<file path="src/rtl/ex_unit.sv">
// ex_unit: single-issue execute stage. ALU ops complete in one cycle; MUL
// (op 9) runs a 32-step shift-add multiplier and stalls upstream meanwhile.
// Build option: define EX_UNIT_MUL_EN to compile in the multiplier and its
// MUL_BUSY state; otherwise op 9 behaves as a reserved op and stall is 0.
module ex_unit (
  input  logic        clock,
  input  logic        reset,
  input  logic        valid_in,
  input  logic [3:0]  op,
  input  logic [31:0] D1,
  input  logic [31:0] D2,
  input  logic [4:0]  RD_EX,
  output logic        stall,
  output logic [31:0] result,
  output logic [4:0]  RD_MEM,
  output logic        valid_out
);

  localparam logic [3:0] OP_ADD = 4'd0;
  localparam logic [3:0] OP_SUB = 4'd1;
  localparam logic [3:0] OP_AND = 4'd2;
  localparam logic [3:0] OP_OR  = 4'd3;
  localparam logic [3:0] OP_XOR = 4'd4;
  localparam logic [3:0] OP_SLT = 4'd5;
  localparam logic [3:0] OP_SLL = 4'd6;
  localparam logic [3:0] OP_SRL = 4'd7;
  localparam logic [3:0] OP_SRA = 4'd8;
`ifdef EX_UNIT_MUL_EN
  localparam logic [3:0] OP_MUL = 4'd9;
`endif

  // Single-cycle ops; everything unlisted (reserved, and MUL when the
  // multiplier is not built) yields 0.
  function automatic logic [31:0] alu(input logic [3:0] o,
                                      input logic [31:0] a,
                                      input logic [31:0] b);
    logic [31:0] r;
    r = '0;
    case (o)
      OP_ADD: r = a + b;
      OP_SUB: r = a - b;
      OP_AND: r = a & b;
      OP_OR:  r = a | b;
      OP_XOR: r = a ^ b;
      OP_SLT: r = {31'd0, $signed(a) < $signed(b)};
      OP_SLL: r = a << b[4:0];
      OP_SRL: r = a >> b[4:0];
      OP_SRA: r = $signed(a) >>> b[4:0];
      default: r = '0;
    endcase
    return r;
  endfunction

  logic [31:0] result_nxt;
  logic [4:0]  rd_nxt;
  logic        vo_nxt;

`ifdef EX_UNIT_MUL_EN
  typedef enum logic {IDLE, MUL_BUSY} state_t;

  state_t      state, state_nxt;
  logic [31:0] mcand, mcand_nxt;
  logic [31:0] mplier, mplier_nxt;
  logic [31:0] acc, acc_nxt;
  logic [4:0]  cnt, cnt_nxt;
  logic [4:0]  rd_lat, rd_lat_nxt;
  logic [31:0] acc_step;

  // Registered, so stall has no combinational path from the inputs.
  assign stall = (state == MUL_BUSY);

  // Partial-product add for the current multiplier bit.
  assign acc_step = acc + (mplier[0] ? mcand : 32'd0);

  // Next-state and next-output logic; MUL_BUSY ignores all inputs.
  always_comb begin
    state_nxt  = state;
    result_nxt = result;
    rd_nxt     = RD_MEM;
    vo_nxt     = 1'b0;
    mcand_nxt  = mcand;
    mplier_nxt = mplier;
    acc_nxt    = acc;
    cnt_nxt    = cnt;
    rd_lat_nxt = rd_lat;
    case (state)
      IDLE: begin
        if (valid_in) begin
          if (op == OP_MUL) begin
            mcand_nxt  = D1;
            mplier_nxt = D2;
            rd_lat_nxt = RD_EX;
            acc_nxt    = '0;
            cnt_nxt    = '0;
            state_nxt  = MUL_BUSY;
          end else begin
            result_nxt = (RD_EX == 5'd0) ? 32'd0 : alu(op, D1, D2);
            rd_nxt     = RD_EX;
            vo_nxt     = 1'b1;
          end
        end
      end
      MUL_BUSY: begin
        acc_nxt    = acc_step;
        mcand_nxt  = mcand << 1;
        mplier_nxt = mplier >> 1;
        cnt_nxt    = cnt + 5'd1;
        if (cnt == 5'd31) begin
          result_nxt = (rd_lat == 5'd0) ? 32'd0 : acc_step;
          rd_nxt     = rd_lat;
          vo_nxt     = 1'b1;
          state_nxt  = IDLE;
        end
      end
      default: state_nxt = IDLE;
    endcase
  end

  // State, multiplier datapath and output registers; reset aborts any MUL.
  always_ff @(posedge clock or posedge reset) begin
    if (reset) begin
      state     <= IDLE;
      mcand     <= '0;
      mplier    <= '0;
      acc       <= '0;
      cnt       <= '0;
      rd_lat    <= '0;
      result    <= '0;
      RD_MEM    <= '0;
      valid_out <= 1'b0;
    end else begin
      state     <= state_nxt;
      mcand     <= mcand_nxt;
      mplier    <= mplier_nxt;
      acc       <= acc_nxt;
      cnt       <= cnt_nxt;
      rd_lat    <= rd_lat_nxt;
      result    <= result_nxt;
      RD_MEM    <= rd_nxt;
      valid_out <= vo_nxt;
    end
  end
`else
  assign stall = 1'b0;

  // Single-cycle issue; outputs hold when no bundle is offered.
  always_comb begin
    result_nxt = result;
    rd_nxt     = RD_MEM;
    vo_nxt     = 1'b0;
    if (valid_in) begin
      result_nxt = (RD_EX == 5'd0) ? 32'd0 : alu(op, D1, D2);
      rd_nxt     = RD_EX;
      vo_nxt     = 1'b1;
    end
  end

  // Output registers.
  always_ff @(posedge clock or posedge reset) begin
    if (reset) begin
      result    <= '0;
      RD_MEM    <= '0;
      valid_out <= 1'b0;
    end else begin
      result    <= result_nxt;
      RD_MEM    <= rd_nxt;
      valid_out <= vo_nxt;
    end
  end
`endif

endmodule
</file>
<file path="config.mk">
export PLATFORM = sky130hd
export DESIGN_NAME = ex_unit
export DESIGN_NICKNAME = d
export VERILOG_FILES = /design/src/rtl/ex_unit.sv
export SDC_FILE = /design/constraint.sdc
export NUM_CORES = 1
export LEC_CHECK = 0
export ABC_CLOCK_PERIOD_IN_PS = 2800
export CAP_MARGIN = 30
export CORE_ASPECT_RATIO = 0.7
export CORE_MARGIN = 4
export CORE_UTILIZATION = 50
export DETAILED_ROUTE_END_ITERATION = 8
export MAX_ROUTING_LAYER = met4
export PLACE_DENSITY = 0.73
export SKIP_LAST_GASP = 1
export SLEW_MARGIN = 20
export SYNTH_ARGS = -nofsm -noshare
export SYNTH_HDL_FRONTEND = slang
export SYNTH_SLANG_ARGS = --single-unit
</file>
<file path="constraint.sdc">
create_clock -name clock -period 2.8 [get_ports clock]
set_input_delay 0.7 -clock clock [delete_from_list [all_inputs] [get_ports clock]]
set_output_delay 0.7 -clock clock [all_outputs]
set_load 0.02 [all_outputs]
</file>
==> results.cfg, run 1 <==
[synth]
synth.area.mux_share_pct = 15.47
post_synth_inst_count = 1261
syn-num-nets = 1436
netlist.area_leader.share_pct = 13.02
synth-edff-count = 0
yosys.area_share.adder_pct = 13.45
synth.cells.most_frequent = nor2_1 (171), a21oi_1 (117), inv_1 (98), ha_1 (97), o21ai_0 (77)
netlist_top_cells_area = ha_1 (13%), dfrtp_1 (10%), mux4_2 (9.7%)
yosys.area_share.xor_xnor_pct = 0.9398
synth_sequential_area_ratio_pct = 10.20
post-synth-top-count-cell = nor2_1
synthesis.yosys.warnings = 0
synth_flop_cell = dfrtp_1
yosys_register_bits = 38
synth_async_sr_flop_share_pct = 100.0
post_synth_simple_gate_area_pct = 16.70
post_synth_instance_area_um2 = 9319
synth_cell_types = 73
postSynthAreaPerCell_um2 = 7.390
yosysTopAreaCell = ha_1
synth_compound_area_share_pct = 35.28
synth_top_family_by_area = compound AO/OA/AOI/OAI gates

[global_route]
grt_antenna_before_repair = 8
globalRoute.totalOverflow = 45
grt_resource_usage_total_pct = 77.96
grt_start_max_net_pins = 61

[place]
gp_congestion = 1.104
port_buffers = 113
placed_area_um2 = 14120
place.detailed.hpwl_mm = 38.37

[cts]
clock_tree.buffer_depth = 2
tritoncts_buffer_count = 5
cts-root-buf = clkbuf_16
ctsHtreeMaxLevel = 2
tritoncts_num_sinks = 38

[die]
floorplan.initialDensity_pct = 51.32
die-height_um = 122.2
die_w_um = 171.2
floorplan.rows = 41
num_io_pins = 115

[timing]
worst_endpoint_kind = register data pin
grt_worst_setup_endpoint = result[28]$_DFFE_PP0P_/D

[status]
stop_error = [ERROR GRT-0232] Routing congestion too high. Check the congestion heatmap in the GUI.
last_flow_stage_reached = global routing
result_of_the_run = stopped before the end
-- metrics by stage --
| step | setup TNS, ps | setup slack (ps) | hold slack (ps) | instances | utilization [%] |
|---|---|---|---|---|---|
| floorplan | -10870 | -861.5 | 595.4 | 1261 | - |
| global placement | -29810 | -1298 | 470.8 | 1973 | 77.75 |
| detailed placement | -31330 | -1354 | 475.7 | 1973 | 77.75 |
| CTS | -7313 | -511.1 | 489.2 | 2033 | 87.33 |
-- kinds of logic after synthesis --
logic type	after synthesis
AO/OA/AOI/OAI	477
XOR/XNOR	10
adder cells (fa/ha/maj)	99
buffers and inverters	191
flip-flops	38
multiplexers	93
other	1
AND/OR/NAND/NOR	352
-- per-layer routing --
layer / GRT overflow / track usage [%]
met2: 26 / 90.27
met1: 2 / 78.58
met4: 15 / 72.74
met3: 2 / 64.26
met5: - / -
-- repair_timing --
action / in CTS
gates resized for setup: 343
pin swaps: 107
setup endpoints to repair: 32
setup buffers: 49
cloned: 5
hold buffers: 0
==> run 2: changes to the inputs <==
--- a/config.mk
+++ b/config.mk
@@ -7,12 +7,10 @@
 export LEC_CHECK = 0
 export ABC_CLOCK_PERIOD_IN_PS = 2800
 export CAP_MARGIN = 30
-export CORE_ASPECT_RATIO = 0.7
 export CORE_MARGIN = 4
-export CORE_UTILIZATION = 50
+export CORE_UTILIZATION = 35
 export DETAILED_ROUTE_END_ITERATION = 8
-export MAX_ROUTING_LAYER = met4
-export PLACE_DENSITY = 0.73
+export PLACE_DENSITY_LB_ADDON = 0.15
 export SKIP_LAST_GASP = 1
 export SLEW_MARGIN = 20
 export SYNTH_ARGS = -nofsm -noshare
==> results.cfg, run 2 <==
[status]
result_of_the_run = finished with violations
violations_in_the_final_reports = setup timing

[cts]
tritoncts_buffer_count = 5
cts-root-buf = clkbuf_16
clock_tree.buffer_depth = 2
holdBufCountCts = 0
ctsHtreeMaxLevel = 2
clk_slew_on_worst_s_h_paths_ps = 70
tritoncts = yes
tritoncts_num_sinks = 38
clk_latency_ps = 290

[synth]
synthesis.yosys.warnings = 0
postSynthAreaPerCell_um2 = 7.390
yosys_register_bits = 38
netlist.area_leader.share_pct = 13.02
synth.cells.most_frequent = nor2_1 (171), a21oi_1 (117), inv_1 (98), ha_1 (97), o21ai_0 (77)
post_synth_instance_area_um2 = 9319
post-synth-top-count-cell = nor2_1
synth_flop_cell = dfrtp_1
synth_sequential_area_ratio_pct = 10.20
synth_cell_types = 73
syn-num-nets = 1436
post_synth_inst_count = 1261
netlist_top_cells_area = ha_1 (13%), dfrtp_1 (10%), mux4_2 (9.7%)
synth-edff-count = 0
synth_async_sr_flop_share_pct = 100.0
yosysTopAreaCell = ha_1

[global_route]
grt_resource_usage_total_pct = 37.15
grt_antenna_before_repair = 3
grt_first_pass_wirelength_mm = 82.77
first_global_vias = 13130
grt_start_max_net_pins = 64
globalRoute.totalOverflow = 0

[power]
power_switching_mw = 2.173
clock_power_share_pct = 12.7
combinationalPowerShare_pct = 73.5
sw_frac_of_total_pct = 44.82
power_density_nw_per_um2 = 284.2
power.internal_mw = 2.675
power.ir.vdd_worst_mv = 0.2538
share_seq_of_total_power_pct = 13.8
leakage_nw = 7.576

[finish]
design_area_um2 = 17060
commonest_non_fill_non_tap_cell_in_the_layout = buf_4
filler_cell_count = 2276
layout-drive-gt1-share_pct = 50.46
top_regs = result: 32 flops, RD_MEM: 5 flops, valid_out: 1 flops
flip_flop_count_of_the_largest_register_all_copies_and_words_added = 32
registers.top_by_ff_count = result
most-common-layout-cells = buf_4 (506), nor2_1 (151), a21oi_1 (75)
stdcell_count = 2193
area_growth_syn_to_layout_pct = 83.02
multi_input_comb_area_um2 = 9412
utilization_pct = 65.26
num-nets-final = 2031
seq_area_um2 = 950.9

[drt]
first_pass_iters = 6
postRouteAntennaNets = 0
postRouteWirelength_mm = 56.53
drt_iter0_drc = 1740
avgRoutedWirePerCell_um = 25.78
post_drt_via_cell_ratio = 6.149
remaining_drc_errors = 0
via_count = 13490

[timing]
period_share_pct = 120.8
setup_total_negative_slack_ps = -8381
max_clock_freq_mhz = 295.6
setup_failing_eps_final = 27
slew-limit-headroom_pct = 40.87
finalHoldViolations = 0
timing_worst_slew_pin_value_ps = 883.7
setup_repair_after_global_routing_missed_its_margin = yes
min_period_ps = 3382
finalMaxSlewViolations = 0
fin_skew_ps = 0
final.setup.worst_slack_ps = -582.4

[die]
floorplan.initialDensity_pct = 35.66
num_io_pins = 115
die_w_um = 171.2
core_um2 = 26130
floorplan.rows = 59
floorplan.die_area_um2 = 29300
die-height_um = 171.2

[setup_path]
cp-startpoint = D1[0]
critPathKind = in -> reg
crit_arrival_ps = 3550
r2r_setup_slack_ps = 1060
r2r.worst_path.cells = 8
cp-end-kind = flop
worstReg2RegEnd = result[22]
crit_path_start_kind = input port
cp.required_ps = 2970
cp_max_fo = 4
rr_startpoint = result[22]

[min_path]
worstHoldEndpoint = result[7]
hold_class = reg -> reg
hold_crit_depth = 1
min-delay-start = result[7]

[place]
placed_area_um2 = 14480
port_buffers = 113
place_worst_setup_slack_ps = -1407
gp_congestion = 1.013
placed_cells = 2107
place.detailed.hpwl_mm = 43.30

[flow_run]
maxCapViolCount = 0
==> run 2: cell counts after synthesis <==
No cell type changed its count.
==> run 2: per-layer routing <==
| layer | up-vias | GRT usage, % | wire, um |
|---|---|---|---|
| li1 | 5966 | - | - |
| met1 | 6567 | 52.42 | 23920 |
| met2 | 799 | 58.42 | 25040 |
| met3 | 153 | 7.194 | 5586 |
| met4 | 0 | 9.783 | 1990 |
| met5 | - | 0 | 0 |
==> run 2: what timing repair did <==
item	in CTS	in global routing
setup endpoints to repair	32	32
resized for setup	394	130
pin swaps	108	90
buffers inserted	58	28
cloned	3	1
==> run 2: cell type report <==
cell class	instances	share of cell area (%)
multi-input cells	1032	55.18
repair buffers	680	33.53
diodes	1	0.01467
well taps	335	2.458
clock buffers	6	0.8143
inverters	99	2.348
clock inverters	2	0.07336
flip-flops and latches	38	5.576
==> run 2: per-stage QoR <==
| step | power, mW | hold slack, ps |
|---|---|---|
| finish | 4.848 | 488.0 |
| global route | 5.062 | 515.0 |
| CTS | 4.596 | 489.9 |
| detailed placement | 3.546 | 472.4 |
| global placement | 3.548 | 474.0 |
| floorplan | 2.011 | 595.4 |
==> run 2: cell families (layout without fill, tap and decap cells) <==
kind of cell / after synthesis / count (layout) / share of synthesized area [%]
buffers and inverters: 191 / 787 / 7.908
muxes: 93 / 93 / 15.47
adders and majority gates: 99 / 99 / 13.45
xor gates and xnor gates: 10 / 10 / 0.9399
DFF: 38 / 38 / 10.20
and+or+nand+nor: 352 / 352 / 16.70
other: 1 / 2 / 0.04024
AOI/OAI and AO/OA: 477 / 477 / 35.28
==> run 2: worst max-delay path by stage <==
stage | to | slack (ps) | cells past startpoint
detailed placement | result[26] | -1410 | 13
global route | result[28] | -650 | 14
floorplan | result[29] | -860 | 16
global placement | result[27] | -1340 | 16
finish | result[28] | -580 | 14
CTS | result[28] | -570 | 14
==> run 2: critical path: stages <==
cell and delay (ps):
buf_6 100, buf_6 110, ha_4 160, fa_2 370, a21o_1 210, a211oi_4 300
o31ai_4 100, or3_4 360, a21bo_4 270, a31o_4 230, o21ai_4 160, or2_4 150
a221oi_2 60, a211o_1 280
==> run 2: power by group through the flow <==
stage          sequential (mW)  clock, mW  combinational [mW]
3_3_place_gp             0.673          0                2.87
5_1_grt                  0.674      0.649                3.74
6_report                 0.667      0.617                3.56
4_1_cts                  0.665      0.626                3.30
3_5_place_dp             0.674          0                2.87
2_1_floorplan            0.741          0                1.27
Power figures use the tool's default switching activity.
